==> config.mk <==
export PLATFORM = sky130hd
export DESIGN_NAME = fetch_unit
export DESIGN_NICKNAME = d
export VERILOG_FILES = /design/src/rtl/CpuPkg.sv /design/src/rtl/fetch_queue.sv /design/src/rtl/fetch_unit.sv
export SDC_FILE = /design/constraint.sdc
export NUM_CORES = 1
export LEC_CHECK = 0
export ABC_CLOCK_PERIOD_IN_PS = 16010
export CORE_ASPECT_RATIO = 0.7
export CORE_MARGIN = 2
export CORE_UTILIZATION = 55
export DETAILED_ROUTE_END_ITERATION = 8
export PLACE_DENSITY = 0.93
export RECOVER_POWER = 50
export SYNTH_ARGS = -nofsm -noshare
export SYNTH_HDL_FRONTEND = slang
export SYNTH_SLANG_ARGS = --single-unit
==> constraint.sdc <==
create_clock -name clk -period 16.01 [get_ports clk]
set_clock_uncertainty 0.15 [all_clocks]
set_input_delay 1.601 -clock clk [delete_from_list [all_inputs] [get_ports clk]]
set_output_delay 1.601 -clock clk [all_outputs]
set_load 0.01 [all_outputs]
==> src/rtl/CpuPkg.sv <==
// rtl/CpuPkg.sv - shared CPU data types and constants used by the fetch path
package CpuPkg;

  typedef logic [31:0] type_CpuData;
  typedef logic [4:0]  type_RegAddr;

  typedef struct packed {
    type_CpuData ins;
    type_CpuData pc;
  } type_FetchEntry;

  localparam int unsigned INS_BYTES = 4;

endpackage

==> src/rtl/fetch_queue.sv <==
// rtl/fetch_queue.sv - in-order instruction buffer with push, pop, flush and occupancy count
module fetch_queue
  import CpuPkg::*;
#(
  parameter int DEPTH = 2,
  localparam int CW = $clog2(DEPTH + 1)
) (
  input  logic           clk,
  input  logic           rst,
  input  logic           push,
  input  type_FetchEntry pushEntry,
  input  logic           pop,
  input  logic           flush,
  output logic           headValid,
  output type_FetchEntry headEntry,
  output logic [CW-1:0]  count
);

  localparam int PW = (DEPTH > 1) ? $clog2(DEPTH) : 1;

  type_FetchEntry mem [DEPTH];
  logic [PW-1:0]  rdPtr;
  logic [PW-1:0]  wrPtr;
  logic           doPop;

  function automatic logic [PW-1:0] nextPtr(input logic [PW-1:0] p);
    return (p == PW'(DEPTH - 1)) ? '0 : p + PW'(1);
  endfunction

  assign headValid = (count != '0);
  assign headEntry = mem[rdPtr];
  assign doPop     = pop && headValid;

  always_ff @(posedge clk) begin
    if (rst) begin
      for (int i = 0; i < DEPTH; i++) mem[i] <= '0;
      rdPtr <= '0;
      wrPtr <= '0;
      count <= '0;
    end else if (flush) begin
      rdPtr <= '0;
      wrPtr <= '0;
      count <= '0;
    end else begin
      if (push) begin
        mem[wrPtr] <= pushEntry;
        wrPtr      <= nextPtr(wrPtr);
      end
      if (doPop) rdPtr <= nextPtr(rdPtr);
      count <= count + CW'(push) - CW'(doPop);
    end
  end

endmodule

==> src/rtl/fetch_unit.sv <==
// rtl/fetch_unit.sv - fetch PC, credit-limited imem requests, redirect flush and stale-response discard
module fetch_unit
  import CpuPkg::*;
#(
  parameter type_CpuData RESET_PC    = 32'h0000_0000,
  parameter int          QUEUE_DEPTH = 2
) (
  input  logic        clk,
  input  logic        rst,
  output logic        imemReq,
  output type_CpuData imemAddr,
  input  logic        imemGnt,
  input  logic        imemRvalid,
  input  type_CpuData imemRdata,
  output logic        insValid,
  output type_CpuData ins,
  output type_CpuData insPc,
  input  logic        insReady,
  input  logic        redirect,
  input  type_CpuData redirectPc,
  output logic        fetchFault
);

  localparam int CW = $clog2(QUEUE_DEPTH + 1);

  type_CpuData    pc;
  type_CpuData    streamPc;
  logic [CW-1:0]  outstanding;
  logic [CW-1:0]  discard;
  logic [CW-1:0]  count;
  logic [CW-1:0]  outNext;
  logic [CW:0]    credit;
  logic           fault;
  logic           gnt;
  logic           pop;
  logic           push;
  logic           misaligned;
  type_FetchEntry pushEntry;
  type_FetchEntry headEntry;

  // Every granted word already owns a queue slot, so responses can never overflow the queue.
  assign pop        = insValid && insReady;
  assign credit     = {1'b0, outstanding} + {1'b0, count} - (CW+1)'(pop);
  assign imemReq    = !rst && !fault && (credit < (CW+1)'(QUEUE_DEPTH));
  assign gnt        = imemReq && imemGnt;
  assign outNext    = outstanding + CW'(gnt) - CW'(imemRvalid);
  assign push       = imemRvalid && (discard == '0) && !redirect;
  assign misaligned = (redirectPc[1:0] != 2'b00);
  assign pushEntry  = '{ins: imemRdata, pc: streamPc};

  assign imemAddr   = pc;
  assign fetchFault = fault;
  assign ins        = headEntry.ins;
  assign insPc      = headEntry.pc;

  fetch_queue #(
    .DEPTH(QUEUE_DEPTH)
  ) queue (
    .clk      (clk),
    .rst      (rst),
    .push     (push),
    .pushEntry(pushEntry),
    .pop      (pop),
    .flush    (redirect),
    .headValid(insValid),
    .headEntry(headEntry),
    .count    (count)
  );

  always_ff @(posedge clk) begin
    if (rst) begin
      pc          <= RESET_PC;
      streamPc    <= RESET_PC;
      outstanding <= '0;
      discard     <= '0;
      fault       <= 1'b0;
    end else begin
      outstanding <= outNext;
      if (redirect) begin
        // Everything still in flight, including a grant taken this cycle, is old-stream.
        pc       <= redirectPc;
        streamPc <= redirectPc;
        discard  <= outNext;
        fault    <= misaligned;
      end else begin
        if (gnt) pc <= pc + type_CpuData'(INS_BYTES);
        if (push) streamPc <= streamPc + type_CpuData'(INS_BYTES);
        if (imemRvalid && (discard != '0)) discard <= discard - CW'(1);
      end
    end
  end

endmodule

# Word level (Yosys, flattened, before mapping)
# Memories as Yosys holds them, arrays and structs flattened. A register that Yosys moved wholly into a read port is not among the register bits.
# Index checks and enable logic that the tools add are counted.
[word_totals]
register_bits = 73
ram_bits = 128
inputBits = 70
output_inout_bits = 99
elab_cells = 60
n_memories = 1
[mem_list]
columns = ["memory", "depth", "word_bits", "rd", "rd_clocked_by_memory_dff", "write_ports", "line_no", "rtl"]
rows = [
  ["queue.mem", 2, 64, 1, 1, 2, "fetch_queue.sv:21", "type_FetchEntry mem [DEPTH];"],
]
[op_classes]
addsub = 11
order_cmp = 1
mux = 19
n_reduce_logical = 20
[ops]
columns = ["op", "count"]
rows = [
  ["$mux W32", 4],
  ["$add A32 B3 Y32 const B", 2],
  ["$mux W64", 1],
  ["$reduce_or A64 Y1", 1],
  ["$mux W1", 12],
  ["$reduce_bool A2 Y1", 6],
  ["$logic_and A1 B1 Y1", 8],
  ["$add A2 B1 Y2", 2],
  ["$mux W2", 2],
  ["$sub A2 B1 Y2", 2],
  ["$add A2 B2 Y3", 1],
  ["$logic_not A1 Y1", 3],
  ["$lt A3 B2 Y1 const B", 1],
  ["$sub A3 B1 Y3", 1],
  ["$add A1 B1 Y1 const B", 2],
  ["$logic_not A2 Y1", 1],
  ["$reduce_or A2 Y1", 1],
  ["$sub A2 B1 Y2 const B", 1],
]

# Depth between registers and ports, before layout
# Gate-level depths: netlist (run 1).
[depth]
depth_word = 9
ltp_mapped = 15
depth_no_buf = 14

# Modules after synthesis
# A second synthesis (run 1) with hierarchy kept.
[hier_totals]
hier_cells = 812
area_unflattened_um2 = 9661.8
[modules_own_cells]
columns = ["module", "n_inst", "cells_each", "area_per_inst_um2"]
rows = [
  ["fetch_queue", 1, 381, 5926.9],
  ["fetch_unit", 1, 431, 3734.8],
]

# Worst setup path before layout (run 1)
# Ideal clock, no wire load.
[synth_path]
kind = "input -> register"
start = "input port redirect"
end = "memory queue.mem[0][0] (netlist bit) (enable)"
setup_time_ns = 0.581
arrival_time_ns = 6.955
t_required_ns = 15.279
slack_ns = 8.324
stages = 4
path_buffers = 3
cell_sequence = "clkbuf_1 clkbuf_1 clkbuf_1 o31ai_1"
[synth_lines]
columns = ["element", "line_no", "rtl"]
rows = [
  ["start, declared", "fetch_unit.sv:19", "input logic redirect,"],
  ["end, declared", "fetch_queue.sv:21", ""],
]

==> flow_summary_export.csv, run 1 <==
group,metric,value,unit
sta,max-slew-margin-rel,-1.21,
clock_network,ctsHoldBuffers,0,
die,dieArea,18600,sq um
setup_path,required,15.89,ns
place,place_congestion,0.912,
synthesis,synth_top_area_cell,"edfxtp_1",
drt,drt_pass1_iterations,5,
clock_network,h-tree-depth,1,
sta,finalCritPeriodShare,0.400,
sta,fmax,156,MHz
drt,drcViolationCount,0,
synthesis,synth_top_area_frac,0.398,
clock_network,root_buffer,"clkbuf_16",
final_layout,finalNetCount,1064,
synthesis,synth.area.top_cells,"edfxtp_1 (40%), dfxtp_1 (15%), and2_1 (8.8%), mux2_2 (7.5%), o31a_1 (2.7%)",
clock_network,cts_buffer_depth,3,
drt,vias_per_cell,5.93,
die,fp.dieH,115,um
clock_network,cts_made_buffers,20,
min_path,hold_class,"flip-flop to flip-flop",
clock_network,worstSkewPairLatency,0.49,ns
setup_path,crit_top_cell,"clkbuf_1",
synthesis,syn-instance-count,841,
clock_network,path_clk_slew,0.06,ns
clock_network,tritoncts,"yes",
sta,tightest_slew,3.31,ns
setup_path,critical_path.endpoint_type,"flip-flop",
drt,wl_per_cell,18.9,um
setup_path,path_class,"input port to flip-flop",
final_layout,diodes,0,
place,portBuffers,168,
setup_path,slowest_stage,"clkbuf_1",
synthesis,async_reset_ff_frac,0,
pwr,pwr_density_cell,106,nW/um^2
setup_path,path_max_fanout,58,
clock_network,ctsResizeCount,0,
sta,rsz0062_at_grt,"false",
pwr,ir_drop,57.6,uV
synthesis,ys_seq_area_frac,0.552,
drt,totalWireLength,23200,um
grt,grt_overflow,0,
place,placed_cell_area,11500,sq um
clock_network,clkSinkCount,202,
setup_path,reg2reg_slack,11.18,ns
drt,drt_iter0_markers,631,
sta,finalMaxSlewViolations,281,
die,fp.dieW,162,um
synthesis,avgSynthCellArea,11.5,sq um
flow_run,maxCapViolations,5,
die,ioPinCount,169,
sta,hold_violations,0,
synthesis,synth_ff_type,"edfxtp_1",
setup_path,slowest_delay,2.40,ns
sta,finalSetupViolCount,0,
grt,grt_use_total,0.247,
die,num_rows,40,
sta,min_period,6.40,ns
drt,vias,7288,
place,hpwl,15500,um
die,coreArea,17200,sq um
grt,grt_pass1_vias,6805,
status,status,"finished with violations",
sta,timing.setup.tns,0,ns
status,violations,"capacitance limit, slew limit",
synthesis,synth_edf_count,128,
final_layout,area.growth.synth_to_final,25.2,%
synthesis,synth-seq-cells,202,
synthesis,syn_area,9650,sq um
drt,ant_nets,0,
grt,grt_max_degree,66,
setup_path,critPathLaunchType,"input port",
grt,antenna_found_initial,0,
final_layout,drive_gt1_frac,0.105,
die,start_util,0.562,
synthesis,synthesis.nets,920,
setup_path,crit_arrival,6.28,ns
pwr,p_leak,4.34,nW
setup_path,crit_chain,"buf_2 > clkbuf_1 > o31ai_1 > clkbuf_1",
grt,grt_pass1_wl,36500,um
final_layout,fin_area,12100,sq um
clock_network,cts_setup_buffers,0,
synthesis,ys_types,57,
synthesis,yosys_warnings,0,
## through the flow
step                      hold WS, ns   util  cells  power [W]  setup WS (ns)
after floorplan                 0.299      -    841   0.000735           8.32
after global placement          0.295  0.669   1194   0.000825           9.99
after detailed placement        0.299  0.669   1194   0.000832           9.92
after CTS                       0.308  0.706   1229    0.00128           9.91
after global routing            0.333  0.703   1229    0.00132           9.12
final                           0.305  0.703   1229    0.00127           9.61
## worst max-delay path: cells and delay by family
kind | cells | cell delay [ns]
buffers and inverters | 3 | 3.40
AOI/OAI and AO/OA | 1 | 1.22
## state kept, by name, summed over array words and instances, names as in the netlist, named ones only
name	count
outstanding	2
queue.rdPtr	1
queue.wrPtr	1
discard	2
queue.count	2
queue.mem	128
imemAddr	32
fetchFault	1
streamPc	32
## cells in the mapped netlist (2+ instances only)
cell type  instances
nand4_2            2
nand2b_1           3
nand3_1           16
or4_1              4
xor2_1            14
a2111oi_0          2
mux2_2            64
inv_1             13
o31ai_1            2
nand2_1           42
nor3_1            15
a211oi_1           9
clkbuf_1          49
dfxtp_1           74
o31a_1            30
and3_1            13
a21boi_0          16
and4_1            12
a211o_1            2
nor2_1            22
buf_1              2
o311ai_0           2
buf_2              5
o21a_1            27
xnor2_1            9
o211ai_1           4
o21ai_0           19
ha_1               8
or3_1             10
nor4_1            21
or2_2              2
and2_1           135
nand4_1           26
a21oi_1            5
a31oi_1           10
edfxtp_1         128
o211a_1            2
o311a_1            3
## final timing paths
check,start,end,cells after the start
min,imemAddr[0],imemAddr[0],2
min reg2reg,imemAddr[0],imemAddr[0],2
max,redirect,queue.mem[0][2],4
max reg2reg,discard[0],queue.mem[0][2],5
## layout make-up
cell class | count | area [sq um]
repair buffers | 178 | 1730
well taps | 231 | 289
clock buffers | 28 | 531
clock inverters | 7 | 95.1
multi-input cells | 570 | 4050
fillers | 1191 | 5090
flip-flops and latches | 202 | 5330
inverters | 13 | 48.8
## report_power, final
part / switching (W) / total [W] / internal, W / leakage [nW]
Clock: 0.000189 / 0.000453 / 0.000265 / 0.304
Combinational: 0.0000974 / 0.000198 / 0.000100 / 2.08
Sequential: 0.0000276 / 0.000623 / 0.000596 / 1.95
Total: 0.000314 / 0.00127 / 0.000961 / 4.34
## kinds of logic after synthesis
group	count (synthesis)	share of synthesized area
simple gates	333	0.203
flops	202	0.552
compound gates	140	0.108
buf+inv	69	0.0275
mux	65	0.0758
xor+xnor	23	0.0209
fa+ha+maj	9	0.0125
## layer usage
metal / part of all wire / track usage
met5: 0 / 0
met4: 0.018 / 0.0513
met3: 0.096 / 0.0382
met2: 0.43 / 0.371
met1: 0.45 / 0.382
## cells in the final DEF, fill, tap and decap left out, types with 3 or more instances in the layout
master	instances
o311a_1	3
edfxtp_1	128
or4_1	4
clkbuf_1	13
nand2_1	42
a31oi_1	10
and3_1	13
o21a_1	27
a21oi_1	5
clkdlybuf4s50_1	132
or3_1	10
mux2_2	64
a21boi_0	16
nand2b_1	3
o31a_1	30
xnor2_1	9
dlygate4sd3_1	35
ha_1	8
xor2_1	14
clkinv_2	3
nor3_1	16
and2_1	63
nand3_1	16
nor4_1	21
and2_0	73
nand4_1	26
buf_4	5
and4_1	12
clkbuf_16	20
nor2_1	22
a211oi_1	9
o211ai_1	4
o21ai_0	19
inv_1	13
dfxtp_1	73
(Power assumes the default switching activity.)
==> run 2: changes to the inputs <==
ABC_CLOCK_PERIOD_IN_PS = 5500   (was 16010)
CORE_UTILIZATION = 48   (was 55)
PLACE_DENSITY = 0.87   (was 0.93)
clock period = 5.5 ns   (was 16.01 ns; I/O delays follow)
==> flow_summary_export.csv, run 2 (synthesized netlist as in run 1, its figures left out) <==
group,metric,value,unit
pwr,p_leak,4.40,nW
place,placed_cell_area,11600,sq um
grt,grt_overflow,0,
clock_network,cts_made_buffers,20,
sta,timing.setup.tns,0,ns
drt,ant_nets,0,
sta,rsz0062_at_grt,"false",
sta,finalSetupViolCount,0,
drt,vias,7399,
die,fp.dieH,123,um
pwr,ir_drop,173,uV
clock_network,ctsResizeCount,0,
sta,finalMaxSlewViolations,123,
grt,grt_pass1_vias,6967,
clock_network,cts_buffer_depth,3,
final_layout,finalNetCount,1064,
drt,wl_per_cell,19.3,um
drt,drcViolationCount,0,
final_layout,drive_gt1_frac,0.114,
sta,max-slew-margin-rel,-0.146,
die,start_util,0.488,
final_layout,area.growth.synth_to_final,26.6,%
grt,grt_use_total,0.227,
die,dieArea,21300,sq um
clock_network,ctsHoldBuffers,0,
setup_path,path_class,"flip-flop to output pin",
setup_path,path_max_fanout,11,
status,violations,"capacitance limit, slew limit",
die,ioPinCount,169,
place,hpwl,16300,um
final_layout,final_cell_mix,"clkdlybuf4s50_1 (133), edfxtp_1 (128), and2_1 (93)",
sta,tightest_slew,1.72,ns
clock_network,worstSkewPairLatency,0.50,ns
final_layout,fin_area,12200,sq um
clock_network,clkSinkCount,202,
final_layout,utilization,0.619,
clock_network,root_buffer,"clkbuf_16",
final_layout,top_register,"queue.mem",
sta,finalCritPeriodShare,0.774,
setup_path,critPathLaunchType,"flip-flop",
drt,drt_iter0_markers,706,
grt,grt_max_degree,66,
grt,grt_pass1_wl,38200,um
status,status,"finished with violations",
sta,fmax,235,MHz
clock_network,path_clk_slew,0.06,ns
clock_network,cts_setup_buffers,0,
clock_network,h-tree-depth,1,
min_path,hold_class,"flip-flop to flip-flop",
final_layout,largest_reg_flops,128,
setup_path,crit_arrival,3.56,ns
setup_path,critical_path.endpoint_type,"output pin",
place,place_congestion,0.930,
clock_network,tritoncts,"yes",
pwr,pwr_density_cell,312,nW/um^2
sta,min_period,4.26,ns
final_layout,final_common_cell,"clkdlybuf4s50_1",
setup_path,required,4.80,ns
place,portBuffers,168,
final_layout,diodes,0,
die,coreArea,19700,sq um
die,num_rows,43,
drt,totalWireLength,24400,um
drt,vias_per_cell,5.83,
final_layout,n_fill_cell,1519,
flow_run,maxCapViolations,2,
drt,drt_pass1_iterations,5,
sta,hold_violations,0,
grt,antenna_found_initial,0,
die,fp.dieW,173,um
run 2: cell count changes in the layout (fill, tap and decap cells not counted), moves of 2 or more:
cell / before / now
and2_0: 73 / 43
and2_1: 63 / 93
clkbuf_1: 13 / 4
clkinv_1: 1 / 5
clkbuf_2: 0 / 2
clkinvlp_4: 0 / 2
run 2: report_power, final:
part           leakage (nW)  internal (W)  switching [W]  total, W
clock                 0.326      0.000834       0.000578   0.00141
sequential             1.95       0.00173      0.0000846   0.00182
combinational          2.13      0.000295       0.000291  0.000586
total                  4.40       0.00286       0.000954   0.00381
run 2: critical path: stages (launching register included):
cell and delay, ns:
dfxtp_1 0.33, or2_2 0.29, and2_1 0.20, ha_1 0.28
inv_1 0.07, nand2_1 0.07, fa_1 0.38, xor2_1 0.60
and3_1 0.30, clkdlybuf4s50_1 0.55
run 2: final timing paths:
| path | from | end | slack (ns) | cells past startpoint |
|---|---|---|---|---|
| max reg2reg | queue.count[1] | imemAddr[21] | 1.33 | 10 |
| min | imemAddr[1] | imemAddr[1] | 0.32 | 2 |
| min reg2reg | imemAddr[1] | imemAddr[1] | 0.32 | 2 |
| max | queue.count[1] | imemReq | 1.24 | 9 |
run 2: per-layer routing:
layer	global-route usage	vias up	routed length, um
met5	0	-	0
met4	0.0493	0	435
met1	0.341	3529	11100
met2	0.340	425	10300
li1	-	3411	-
met3	0.0465	34	2590
run 2: cell type report:
class | count | area (sq um) | share of cell area
sequential | 202 | 5330 | 0.436
multi-input combinational | 570 | 4080 | 0.334
timing repair buffer | 178 | 1750 | 0.143
clock buffer | 22 | 529 | 0.0433
tap | 270 | 338 | 0.0277
clock inverter | 14 | 144 | 0.0118
inverter | 13 | 48.8 | 0.00400
run 2: metrics by stage:
stage / hold slack, ns / cells / setup slack [ns] / power [W]
after floorplan: 0.299 / 841 / 0.871 / 0.00214
after global placement: 0.311 / 1233 / 1.21 / 0.00241
after detailed placement: 0.313 / 1233 / 1.03 / 0.00243
after CTS: 0.324 / 1269 / 1.24 / 0.00384
after global routing: 0.348 / 1269 / 1.04 / 0.00394
final: 0.321 / 1269 / 1.24 / 0.00381
==> run 3: changes to the inputs <==
ABC_CLOCK_PERIOD_IN_PS = 3700   (was 5500)
clock period = 3.7 ns   (was 5.5 ns; I/O delays follow)
==> flow_summary_export.csv, run 3 (synthesized netlist as in run 1, its figures left out) <==
group,metric,value,unit
final_layout,n_fill_cell,1547,
setup_path,reg2reg_to,"imemAddr[22]",
sta,rsz0062_at_grt,"false",
final_layout,top_register,"queue.mem",
clock_network,cts_buffer_depth,3,
grt,grt_overflow,0,
die,fp.dieW,173,um
place,placed_cell_area,11700,sq um
place,portBuffers,168,
final_layout,multi_input_comb_area,4060,sq um
status,status,"finished with violations",
die,dieArea,21300,sq um
drt,dr.max_layer_used,"met4",
flow_run,maxCapViolations,1,
clock_network,clkSinkCount,202,
sta,finalMaxSlewViolations,0,
clock_network,worstSkewPairLatency,0.50,ns
clock_network,root_buffer,"clkbuf_16",
clock_network,path_clk_slew,0.06,ns
die,start_util,0.488,
pwr,power,0.00572,W
final_layout,seq_area,5330,sq um
sta,tightest_slew,1.49,ns
status,violations,"capacitance limit",
clock_network,h-tree-depth,1,
drt,ant_nets,0,
sta,min_period,3.50,ns
setup_path,worst_r2r_path_depth,11,
drt,drt_iter0_markers,723,
sta,timing.setup.tns,0,ns
drt,vias,7405,
setup_path,crit_arrival,2.98,ns
sta,max-slew-margin-rel,0.00780,
final_layout,final_cell_mix,"clkdlybuf4s50_1 (131), edfxtp_1 (128), and2_1 (103)",
die,num_rows,43,
final_layout,diodes,0,
drt,wl_met2,10300,um
setup_path,crit_end,"imemReq",
die,ioPinCount,169,
drt,wl_per_cell,19.0,um
setup_path,r2r-start,"queue.count[1]",
drt,drt_pass1_iterations,5,
pwr,ir_drop,271,uV
final_layout,largest_reg_flops,128,
grt,grt_pass1_vias,6973,
grt,antenna_found_initial,0,
pwr,pwr_density_cell,463,nW/um^2
sta,fmax,286,MHz
drt,wl_met3,2470,um
drt,vias_per_cell,5.74,
final_layout,fin_area,12300,sq um
sta,finalCritPeriodShare,0.945,
pwr,p_leak,4.50,nW
setup_path,cp-startpoint,"queue.count[1]",
final_layout,drive_gt1_frac,0.125,
sta,hold_ws,0.300,ns
drt,totalWireLength,24500,um
final_layout,utilization,0.625,
clock_network,cts_made_buffers,21,
grt,grt_pass1_wl,38300,um
drt,drcViolationCount,0,
min_path,hold_class,"flip-flop to flip-flop",
clock_network,tritoncts,"yes",
final_layout,finalNetCount,1084,
grt,grt_use_total,0.229,
grt,grt_max_degree,65,
place,place_congestion,0.902,
setup_path,reg2reg_slack,0.21,ns
setup_path,required,3.18,ns
sta,hold_violations,0,
drt,met1_length,11300,um
place,hpwl,16500,um
final_layout,final_common_cell,"clkdlybuf4s50_1",
die,fp.dieH,123,um
die,coreArea,19700,sq um
clock_network,ctsHoldBuffers,0,
setup_path,critPathLaunchType,"flip-flop",
setup_path,critical_path.endpoint_type,"output pin",
final_layout,area.growth.synth_to_final,28.0,%
sta,finalSetupViolCount,0,
setup_path,path_max_fanout,5,
setup_path,path_class,"flip-flop to output pin",
min_path,worstHoldStart,"imemAddr[0]",
## run 3: cell types whose count changed in the layout (fill, tap and decap cells not counted), moves of 2 or more
cell / previous run / this run
clkinv_1: 5 / 0
buf_4: 5 / 20
clkbuf_1: 4 / 14
and2_0: 43 / 33
clkinvlp_4: 2 / 0
clkinv_2: 4 / 2
clkdlybuf4s50_1: 133 / 131
clkbuf_8: 0 / 3
and2_1: 93 / 103
## run 3: worst min path at each step
| stage | end | slack, ns | depth (start not counted) |
|---|---|---|---|
| floorplan | streamPc[0] | 0.30 | 2 |
| global placement | imemAddr[0] | 0.30 | 2 |
| detailed placement | imemAddr[0] | 0.30 | 2 |
| CTS | streamPc[30] | 0.28 | 3 |
| global route | imemAddr[0] | 0.33 | 2 |
| finish | imemAddr[0] | 0.30 | 2 |
## run 3: per-layer routing
| layer | track usage | vias up |
|---|---|---|
| met5 | 0 | - |
| met4 | 0.0546 | 0 |
| met3 | 0.0586 | 37 |
| met2 | 0.342 | 361 |
| met1 | 0.335 | 3549 |
| li1 | - | 3458 |
## run 3: worst max-delay path: stages (launching register included)
cell and delay (ns):
dfxtp_1 0.33, or2_2 0.29, and2_1 0.20, ha_1 0.28, inv_1 0.08, nand2_1 0.07, fa_1 0.41, xor2_2 0.20
buf_4 0.16, and3_1 0.18, dlygate4sd2_1 0.29
## run 3: cell type report
cell class | count | area share
well taps | 270 | 0.0274
flip-flops and latches | 202 | 0.431
repair buffers | 197 | 0.153
clock inverters | 5 | 0.00638
clock buffers | 33 | 0.0486
multi-input cells | 570 | 0.329
inverters | 13 | 0.00395
## run 3: metrics by stage
step	worst slack (ns)	std cells
3_3_place_gp	0.133	1249
3_5_place_dp	0.0265	1249
4_1_cts	0.169	1288
6_report	0.202	1290
5_1_grt	0.0703	1290
2_1_floorplan	0.327	841
## run 3: where the power goes
part | total, W | switching [W] | internal, W
logic | 0.000929 | 0.000449 | 0.000480
registers | 0.00269 | 0.000118 | 0.00257
clock network | 0.00209 | 0.000840 | 0.00125
## run 3: repair_timing
| action | 4_1_cts | 5_1_grt |
|---|---|---|
| buffers inserted | 1 | 2 |
| gates resized for setup | 2 | 0 |
| endpoints found under the hold margin | 0 | 0 |
| endpoints found under the setup margin | 1 | 2 |
| pin swaps | 1 | 1 |
